--- config.mk ---
export PLATFORM = sky130hd
export DESIGN_NAME = video_timing_gen_flat
export DESIGN_NICKNAME = d
export VERILOG_FILES = /design/src/rtl/video_tg_pkg.sv /design/src/rtl/video_timing_gen_if.sv /design/src/rtl/tg_pattern_mux.sv /design/src/rtl/video_timing_gen.sv /design/src/flat_wrapper.sv
export SDC_FILE = /design/constraint.sdc
export NUM_CORES = 1
export LEC_CHECK = 0
export CAP_MARGIN = 20
export CORE_MARGIN = 2
export CORE_UTILIZATION = 40
export DETAILED_ROUTE_END_ITERATION = 10
export PLACE_DENSITY = 0.67
export SYNTH_ARGS = -nofsm -noshare
export SYNTH_HDL_FRONTEND = slang
export SYNTH_SLANG_ARGS = --single-unit
--- constraint.sdc ---
create_clock -name clk -period 4.4 [get_ports clk]
set_clock_uncertainty 0.1 [all_clocks]
set_input_delay 0.66 -clock clk [delete_from_list [all_inputs] [get_ports clk]]
set_output_delay 0.66 -clock clk [all_outputs]
set_load 0.03 [all_outputs]
--- src/rtl/video_tg_pkg.sv ---
// Shared types and constants for the video timing generator.
package video_tg_pkg;

    typedef enum logic [2:0] {
        ST_IDLE,
        ST_FRONT,
        ST_LINE,
        ST_HBLANK,
        ST_BACK,
        ST_VBLANK
    } tg_state_e;

    localparam logic [1:0] PAT_PIX_INC   = 2'd0;
    localparam logic [1:0] PAT_H_RAMP    = 2'd1;
    localparam logic [1:0] PAT_V_RAMP    = 2'd2;
    localparam logic [1:0] PAT_FRAME_NUM = 2'd3;

    // Bits needed to count 0..n-1, never less than one.
    function automatic int cnt_w(input int n);
        return (n <= 1) ? 1 : $clog2(n);
    endfunction

endpackage

--- src/rtl/video_timing_gen_if.sv ---
// Control inputs and sensor-style video outputs of the timing generator.
interface video_timing_gen_if #(
    parameter int DATA_WIDTH = 8
);
    logic                  i_enable;
    logic [1:0]            iv_pattern_sel;
    logic                  o_fval;
    logic                  o_lval;
    logic [DATA_WIDTH-1:0] ov_dout;
    logic                  o_frame_done;
    logic [15:0]           ov_frame_cnt;

    modport master (
        input  i_enable,
        input  iv_pattern_sel,
        output o_fval,
        output o_lval,
        output ov_dout,
        output o_frame_done,
        output ov_frame_cnt
    );

    modport slave (
        output i_enable,
        output iv_pattern_sel,
        input  o_fval,
        input  o_lval,
        input  ov_dout,
        input  o_frame_done,
        input  ov_frame_cnt
    );
endinterface

--- src/rtl/tg_pattern_mux.sv ---
// Selects the test-pattern pixel value from the current frame position.
module tg_pattern_mux
    import video_tg_pkg::*;
#(
    parameter int DATA_WIDTH = 8,
    parameter int COL_W      = 1,
    parameter int LINE_W     = 1
) (
    input  logic [1:0]            pattern_sel,
    input  logic [COL_W-1:0]      col,
    input  logic [LINE_W-1:0]     line,
    input  logic [DATA_WIDTH-1:0] pix_cnt,
    input  logic [15:0]           frame_cnt,
    output logic [DATA_WIDTH-1:0] data
);

    // Casts truncate modulo 2^DATA_WIDTH or zero-extend as needed.
    always_comb begin
        data = '0;
        case (pattern_sel)
            PAT_PIX_INC:   data = pix_cnt;
            PAT_H_RAMP:    data = DATA_WIDTH'(col);
            PAT_V_RAMP:    data = DATA_WIDTH'(line);
            PAT_FRAME_NUM: data = DATA_WIDTH'(frame_cnt);
            default:       data = '0;
        endcase
    end

endmodule

--- src/rtl/video_timing_gen.sv ---
// Frame/line timing generator with selectable test patterns; outputs are
// registered from next-state values so fval, lval and dout stay aligned.
module video_timing_gen
    import video_tg_pkg::*;
#(
    parameter int DATA_WIDTH = 8,
    parameter int H_ACTIVE   = 2592,
    parameter int H_BLANK    = 32,
    parameter int V_ACTIVE   = 1944,
    parameter int V_FRONT    = 4,
    parameter int V_BACK     = 4,
    parameter int V_BLANK    = 64
) (
    input  logic clk,
    input  logic reset_n,
    video_timing_gen_if.master tg
);

    localparam int COL_W   = cnt_w(H_ACTIVE);
    localparam int LINE_W  = cnt_w(V_ACTIVE);
    localparam int BLK_M1  = (H_BLANK > V_FRONT) ? H_BLANK : V_FRONT;
    localparam int BLK_M2  = (V_BACK > V_BLANK) ? V_BACK : V_BLANK;
    localparam int BLK_MAX = (BLK_M1 > BLK_M2) ? BLK_M1 : BLK_M2;
    localparam int BLK_W   = cnt_w(BLK_MAX);

    localparam logic [COL_W-1:0]  COL_LAST  = COL_W'(H_ACTIVE - 1);
    localparam logic [LINE_W-1:0] LINE_LAST = LINE_W'(V_ACTIVE - 1);
    localparam logic [BLK_W-1:0]  FRONT_END = BLK_W'(V_FRONT - 1);
    localparam logic [BLK_W-1:0]  HBLK_END  = BLK_W'(H_BLANK - 1);
    localparam logic [BLK_W-1:0]  BACK_END  = BLK_W'(V_BACK - 1);
    localparam logic [BLK_W-1:0]  VBLK_END  = BLK_W'(V_BLANK - 1);

    tg_state_e             state_p0, state_p1;
    logic [COL_W-1:0]      col_p0, col_p1;
    logic [LINE_W-1:0]     line_p0, line_p1;
    logic [BLK_W-1:0]      blk_p0, blk_p1;
    logic [DATA_WIDTH-1:0] pix_p0, pix_p1;
    logic [1:0]            sel_p0, sel_p1;
    logic                  start_frame;
    logic                  done_p0, done_p1;
    logic                  fval_p0, fval_p1;
    logic                  vld_p0, vld_p1;
    logic [DATA_WIDTH-1:0] pat_p0;
    logic [DATA_WIDTH-1:0] dout_p0, dout_p1;
    logic [15:0]           frame_cnt_p1;

    // Stage p0: next-state, counter and pattern computation
    always_comb begin
        state_p0    = state_p1;
        col_p0      = col_p1;
        line_p0     = line_p1;
        blk_p0      = blk_p1;
        pix_p0      = pix_p1;
        sel_p0      = sel_p1;
        start_frame = 1'b0;
        done_p0     = 1'b0;
        case (state_p1)
            ST_IDLE: begin
                if (tg.i_enable) start_frame = 1'b1;
            end
            ST_FRONT: begin
                if (blk_p1 == FRONT_END) begin
                    state_p0 = ST_LINE;
                    blk_p0   = '0;
                end else begin
                    blk_p0 = blk_p1 + 1'b1;
                end
            end
            ST_LINE: begin
                pix_p0 = pix_p1 + 1'b1;
                if (col_p1 == COL_LAST) begin
                    col_p0 = '0;
                    if (line_p1 == LINE_LAST) begin
                        state_p0 = ST_BACK;
                    end else begin
                        state_p0 = ST_HBLANK;
                        line_p0  = line_p1 + 1'b1;
                    end
                end else begin
                    col_p0 = col_p1 + 1'b1;
                end
            end
            ST_HBLANK: begin
                if (blk_p1 == HBLK_END) begin
                    state_p0 = ST_LINE;
                    blk_p0   = '0;
                end else begin
                    blk_p0 = blk_p1 + 1'b1;
                end
            end
            ST_BACK: begin
                if (blk_p1 == BACK_END) begin
                    state_p0 = ST_VBLANK;
                    blk_p0   = '0;
                    done_p0  = 1'b1;
                end else begin
                    blk_p0 = blk_p1 + 1'b1;
                end
            end
            ST_VBLANK: begin
                if (blk_p1 == VBLK_END) begin
                    blk_p0 = '0;
                    if (tg.i_enable) start_frame = 1'b1;
                    else             state_p0    = ST_IDLE;
                end else begin
                    blk_p0 = blk_p1 + 1'b1;
                end
            end
            default: state_p0 = ST_IDLE;
        endcase
        // Every frame starts from pixel/line 0 with a freshly latched pattern.
        if (start_frame) begin
            state_p0 = ST_FRONT;
            col_p0   = '0;
            line_p0  = '0;
            blk_p0   = '0;
            pix_p0   = '0;
            sel_p0   = tg.iv_pattern_sel;
        end
    end

    assign fval_p0 = (state_p0 == ST_FRONT) || (state_p0 == ST_LINE) ||
                     (state_p0 == ST_HBLANK) || (state_p0 == ST_BACK);
    assign vld_p0  = (state_p0 == ST_LINE);
    assign dout_p0 = vld_p0 ? pat_p0 : '0;

    tg_pattern_mux #(
        .DATA_WIDTH (DATA_WIDTH),
        .COL_W      (COL_W),
        .LINE_W     (LINE_W)
    ) u_pattern_mux (
        .pattern_sel (sel_p0),
        .col         (col_p0),
        .line        (line_p0),
        .pix_cnt     (pix_p0),
        .frame_cnt   (frame_cnt_p1),
        .data        (pat_p0)
    );

    // Stage p1: state, counters and output registers
    always_ff @(posedge clk or negedge reset_n) begin
        if (!reset_n) begin
            state_p1     <= ST_IDLE;
            col_p1       <= '0;
            line_p1      <= '0;
            blk_p1       <= '0;
            pix_p1       <= '0;
            sel_p1       <= '0;
            fval_p1      <= 1'b0;
            vld_p1       <= 1'b0;
            dout_p1      <= '0;
            done_p1      <= 1'b0;
            frame_cnt_p1 <= '0;
        end else begin
            state_p1 <= state_p0;
            col_p1   <= col_p0;
            line_p1  <= line_p0;
            blk_p1   <= blk_p0;
            pix_p1   <= pix_p0;
            sel_p1   <= sel_p0;
            fval_p1  <= fval_p0;
            vld_p1   <= vld_p0;
            dout_p1  <= dout_p0;
            done_p1  <= done_p0;
            if (done_p0) frame_cnt_p1 <= frame_cnt_p1 + 16'd1;
        end
    end

    assign tg.o_fval       = fval_p1;
    assign tg.o_lval       = vld_p1;
    assign tg.ov_dout      = dout_p1;
    assign tg.o_frame_done = done_p1;
    assign tg.ov_frame_cnt = frame_cnt_p1;

endmodule

--- src/flat_wrapper.sv ---
// flat-port wrapper written by rule: the top's interface ports become plain ports
module video_timing_gen_flat import video_tg_pkg::*;
#(
    parameter int DATA_WIDTH = 8,
    parameter int H_ACTIVE   = 2592,
    parameter int H_BLANK    = 32,
    parameter int V_ACTIVE   = 1944,
    parameter int V_FRONT    = 4,
    parameter int V_BACK     = 4,
    parameter int V_BLANK    = 64
)
  (clk, reset_n, tg_i_enable, tg_iv_pattern_sel, tg_o_fval, tg_o_lval, tg_ov_dout, tg_o_frame_done, tg_ov_frame_cnt);
  video_timing_gen_if #(.DATA_WIDTH(DATA_WIDTH)) tg_i ();
  input  logic clk;
  input  logic reset_n;
  input wire logic [$bits(tg_i.i_enable)-1:0] tg_i_enable;
  input wire logic [$bits(tg_i.iv_pattern_sel)-1:0] tg_iv_pattern_sel;
  output wire logic [$bits(tg_i.o_fval)-1:0] tg_o_fval;
  output wire logic [$bits(tg_i.o_lval)-1:0] tg_o_lval;
  output wire logic [$bits(tg_i.ov_dout)-1:0] tg_ov_dout;
  output wire logic [$bits(tg_i.o_frame_done)-1:0] tg_o_frame_done;
  output wire logic [$bits(tg_i.ov_frame_cnt)-1:0] tg_ov_frame_cnt;
  assign tg_i.i_enable = tg_i_enable;
  assign tg_i.iv_pattern_sel = tg_iv_pattern_sel;
  assign tg_o_fval = tg_i.o_fval;
  assign tg_o_lval = tg_i.o_lval;
  assign tg_ov_dout = tg_i.ov_dout;
  assign tg_o_frame_done = tg_i.o_frame_done;
  assign tg_ov_frame_cnt = tg_i.ov_frame_cnt;
  video_timing_gen #(.DATA_WIDTH(DATA_WIDTH), .H_ACTIVE(H_ACTIVE), .H_BLANK(H_BLANK), .V_ACTIVE(V_ACTIVE), .V_FRONT(V_FRONT), .V_BACK(V_BACK), .V_BLANK(V_BLANK)) u_core (.clk(clk), .reset_n(reset_n), .tg(tg_i));
endmodule
==> impl_metrics.json <==
{
  "fin_ws_ns": 1.471,
  "die_width_um": 100.6,
  "grt_pass1_wl_um": 14570,
  "cts_htree_levels": 3,
  "synth_seq_cells": 69,
  "yosysMostFrequentCell": "dfrtp_1",
  "rsz0062_at_grt": "false",
  "max_stage_delay_ns": 0.59,
  "syn_inst": 387,
  "antenna_found_initial": 0,
  "whs_ns": 0.3193,
  "reg2reg_from": "u_core.blk_p1[0]$_DFFE_PN0P_",
  "p_per_area_mw_per_mm2": 520.9,
  "ant_nets": 0,
  "rrSetupSlack_ns": 1.47,
  "synth_seq_area_share": 0.4622,
  "rows": 35,
  "drt-total-wl_um": 8548,
  "setup_tns_ns": 0,
  "drt_iter0_markers": 181,
  "wl_per_cell_um": 16.16,
  "place_inst": 513,
  "ys_top_cells_by_count": "dfrtp_1 (69), nor2_1 (46), nand2_1 (33)",
  "track_usage": 0.1839,
  "yosysWarnings": 0,
  "fillers": 858,
  "netlist_area_mm2": 0.003736,
  "num_vias": 2984,
  "p_int_mw": 1.335,
  "synth_top_family_by_area": "simple AND/OR/NAND/NOR gates",
  "critPathLaunch": "u_core.blk_p1[0]$_DFFE_PN0P_",
  "dpl.hpwl_um": 6026,
  "area_growth_pct": 14.84,
  "synth-simple-area-share": 0.2428,
  "synth-xor-area-share": 0.08205,
  "synthAdderAreaFrac": 0.01674,
  "initial_core_util": 0.4082,
  "cts-root-buf": "clkbuf_8",
  "fp.dieArea_mm2": 0.01013,
  "core_mm2": 0.009153,
  "synth_top_area_share": 0.4622,
  "cp_max_fo": 17,
  "cts_buffers": 9,
  "pin_count": 32,
  "clk_pin_slew_worst_paths_ns": 0.07,
  "r2r_cells": 8,
  "grt_pass1_vias": 2976,
  "p_comb_frac": 0.360,
  "cp_slowest_cell": "or2_1",
  "path_class": "flop to flop",
  "grt_remaining_overflow": 0,
  "tightest_slew_ns": 0.8488,
  "fin_area_mm2": 0.004290,
  "leakage_nw": 1.851,
  "yosys.area.top_type": "dfrtp_1",
  "drive_gt1_frac": 0.07895,
  "clockBufferDepth": 2,
  "ctsHoldBuffers": 0,
  "fin_nets": 423,
  "synth_compound_area_frac": 0.1393,
  "maxSlewHeadroom": 0.4342,
  "synthDistinctLibCells": 66,
  "crit_path_start_kind": "flop",
  "placedInstanceArea_mm2": 0.004114,
  "swShare": 0.4025,
  "synthArstFlopShare": 1.000,
  "synth_fp_nets": 397,
  "met2_usage": 0.2779,
  "critPathRequiredTime_ns": 4.56,
  "via_per_inst": 5.641,
  "postSynthAreaPerCell_um2": 9.654,
  "cp-endpoint": "u_core.tg.ov_dout[7]$_DFF_PN0_",
  "portBuffers": 31,
  "drcViolationCount": 0,
  "grtUsageMet1": 0.2624,
  "ir_drop_mv": 0.1961,
  "layout_min_cycle_time_ns": 2.929,
  "clkLatencyLatePin_ns": 0.35,
  "r2r-end": "u_core.tg.ov_dout[7]$_DFF_PN0_",
  "dr.pass1.iters": 5,
  "synth_ff_type": "dfrtp_1",
  "hold_viol": 0,
  "crit_path_end_kind": "flop",
  "synth_edf_count": 0,
  "fp.dieH_um": 100.6,
  "ys_top_cells_by_area": "dfrtp_1 (46%), xnor2_1 (4.9%), nor2_1 (4.6%), nand2_1 (3.3%), xor2_1 (3.3%)",
  "cts_tree": "yes",
  "worstPathArrival_ns": 3.09,
  "slew_viol_final": 0,
  "cap_violations": 0,
  "cts_sinks": 69,
  "stdcell_count": 529,
  "status": "completed",
  "cts.repair.resized": 0,
  "p_switching_mw": 0.8996,
  "antennaDiodeCount": 0,
  "synth_mux_area_frac": 0.02311,
  "path_buf_inv": 1,
  "cp_top_family": "simple AND/OR/NAND/NOR gates",
  "min_period_over_period": 0.6656,
  "place_worst_setup_slack_ns": 1.307,
  "pwr-share-clk": 0.206,
  "power_frac_seq": 0.434,
  "grt_start_max_net_pins": 39,
  "fmax_mhz": 341.4,
  "grt.busiest_layer": "met2",
  "setup_violations": 0,
  "cts_setup_buffers": 0,
  "met3_usage": 0.02843,
  "crit_path_cell_trace": "ha_1 > and4_1 > a31oi_1 > or2_1 > mux2i_2 > inv_1 > o221a_2 > nor3_1",
  "routabilityCongestion": 0.8243,
  "hp-class": "input pin to asynchronous set/reset pin",
  "worstSetupPathDepth": 8
}
==> layout make-up <==
class / count / area, µm² / area share
Clock buffer: 9 / 123.9 / 0.02887
Timing Repair Buffer: 34 / 327.8 / 0.07641
Clock inverter: 7 / 52.55 / 0.01225
Sequential cell: 69 / 1727 / 0.4025
Tap cell: 111 / 138.9 / 0.03237
Multi-Input combinational cell: 289 / 1883 / 0.4389
Inverter: 10 / 37.54 / 0.008749
==> per-stage QoR <==
step | util | power, mW
6_report | 0.4688 | 2.235
5_1_grt | 0.4688 | 2.398
2_1_floorplan | - | 1.541
3_3_place_gp | 0.4495 | 1.760
4_1_cts | 0.4688 | 2.246
3_5_place_dp | 0.4495 | 1.777
==> worst reg2reg max path, delay by kind of cell (launching register included) <==
| kind | cells | cell delay [ns] |
|---|---|---|
| AOI/OAI and AO/OA | 2 | 0.42 |
| adders and majority gates | 1 | 0.23 |
| buffers and inverters | 1 | 0.22 |
| DFF | 1 | 0.41 |
| muxes | 1 | 0.43 |
| and+or+nand+nor | 3 | 1.04 |
==> state kept, by name, indices dropped and copies added, names as in the netlist <==
name / cells
u_core.sel_p1: 2
u_core.state_p1: 3
u_core.line_p1: 11
u_core.tg.o_lval: 1
u_core.tg.o_fval: 1
u_core.blk_p1: 6
u_core.tg.ov_dout: 8
u_core.col_p1: 12
u_core.pix_p1: 8
u_core.tg.o_frame_done: 1
u_core.tg.ov_frame_cnt: 16
==> routing by layer <==
| layer | wire [µm] | vias to the layer above |
|---|---|---|
| met5 | 0 | - |
| met4 | 167 | 0 |
| met3 | 299 | 12 |
| met2 | 4035 | 71 |
| met1 | 4046 | 1458 |
| li1 | - | 1443 |
==> cell families after synthesis <==
family,count (synthesis)
AO/OA/AOI/OAI,69
XOR/XNOR,35
adder cells (fa/ha/maj),5
buffers and inverters,29
flip-flops,69
multiplexers,8
AND/OR/NAND/NOR,172
==> power by group through the flow <==
stage / sequential, mW / clock, mW / combinational, mW
floorplan: 0.978 / 0 / 0.563
global placement: 0.972 / 0 / 0.788
detailed placement: 0.977 / 0 / 0.800
CTS: 0.966 / 0.476 / 0.805
global route: 0.994 / 0.503 / 0.902
finish: 0.971 / 0.461 / 0.804
==> layout by cell type (no fill, tap or decap), drive strengths merged, types with 4 or more instances in the layout <==
cell type      count
mux2i              6
and2               7
nand3             22
ha                 5
buf                4
o32ai              5
nand2             34
clkdlybuf4s50     30
inv                9
nor3              12
nand4             16
clkbuf             9
a31oi              6
clkinv             7
xor2              14
a21oi             10
o31ai              6
and4               5
and3               6
o21ai             13
dfrtp             69
xnor2             21
nor2              47
==> worst min path at each step <==
stage / end / slack, ns
floorplan: u_core.blk_p1[0]$_DFFE_PN0P_ / 0.26
global placement: u_core.col_p1[11]$_DFFE_PN0P_ / 0.36
detailed placement: u_core.col_p1[11]$_DFFE_PN0P_ / 0.36
CTS: u_core.tg.o_frame_done$_DFF_PN0_ / 0.35
global route: u_core.blk_p1[3]$_DFFE_PN0P_ / 0.39
finish: u_core.blk_p1[5]$_DFFE_PN0P_ / 0.32
(Power assumes the default switching activity.)
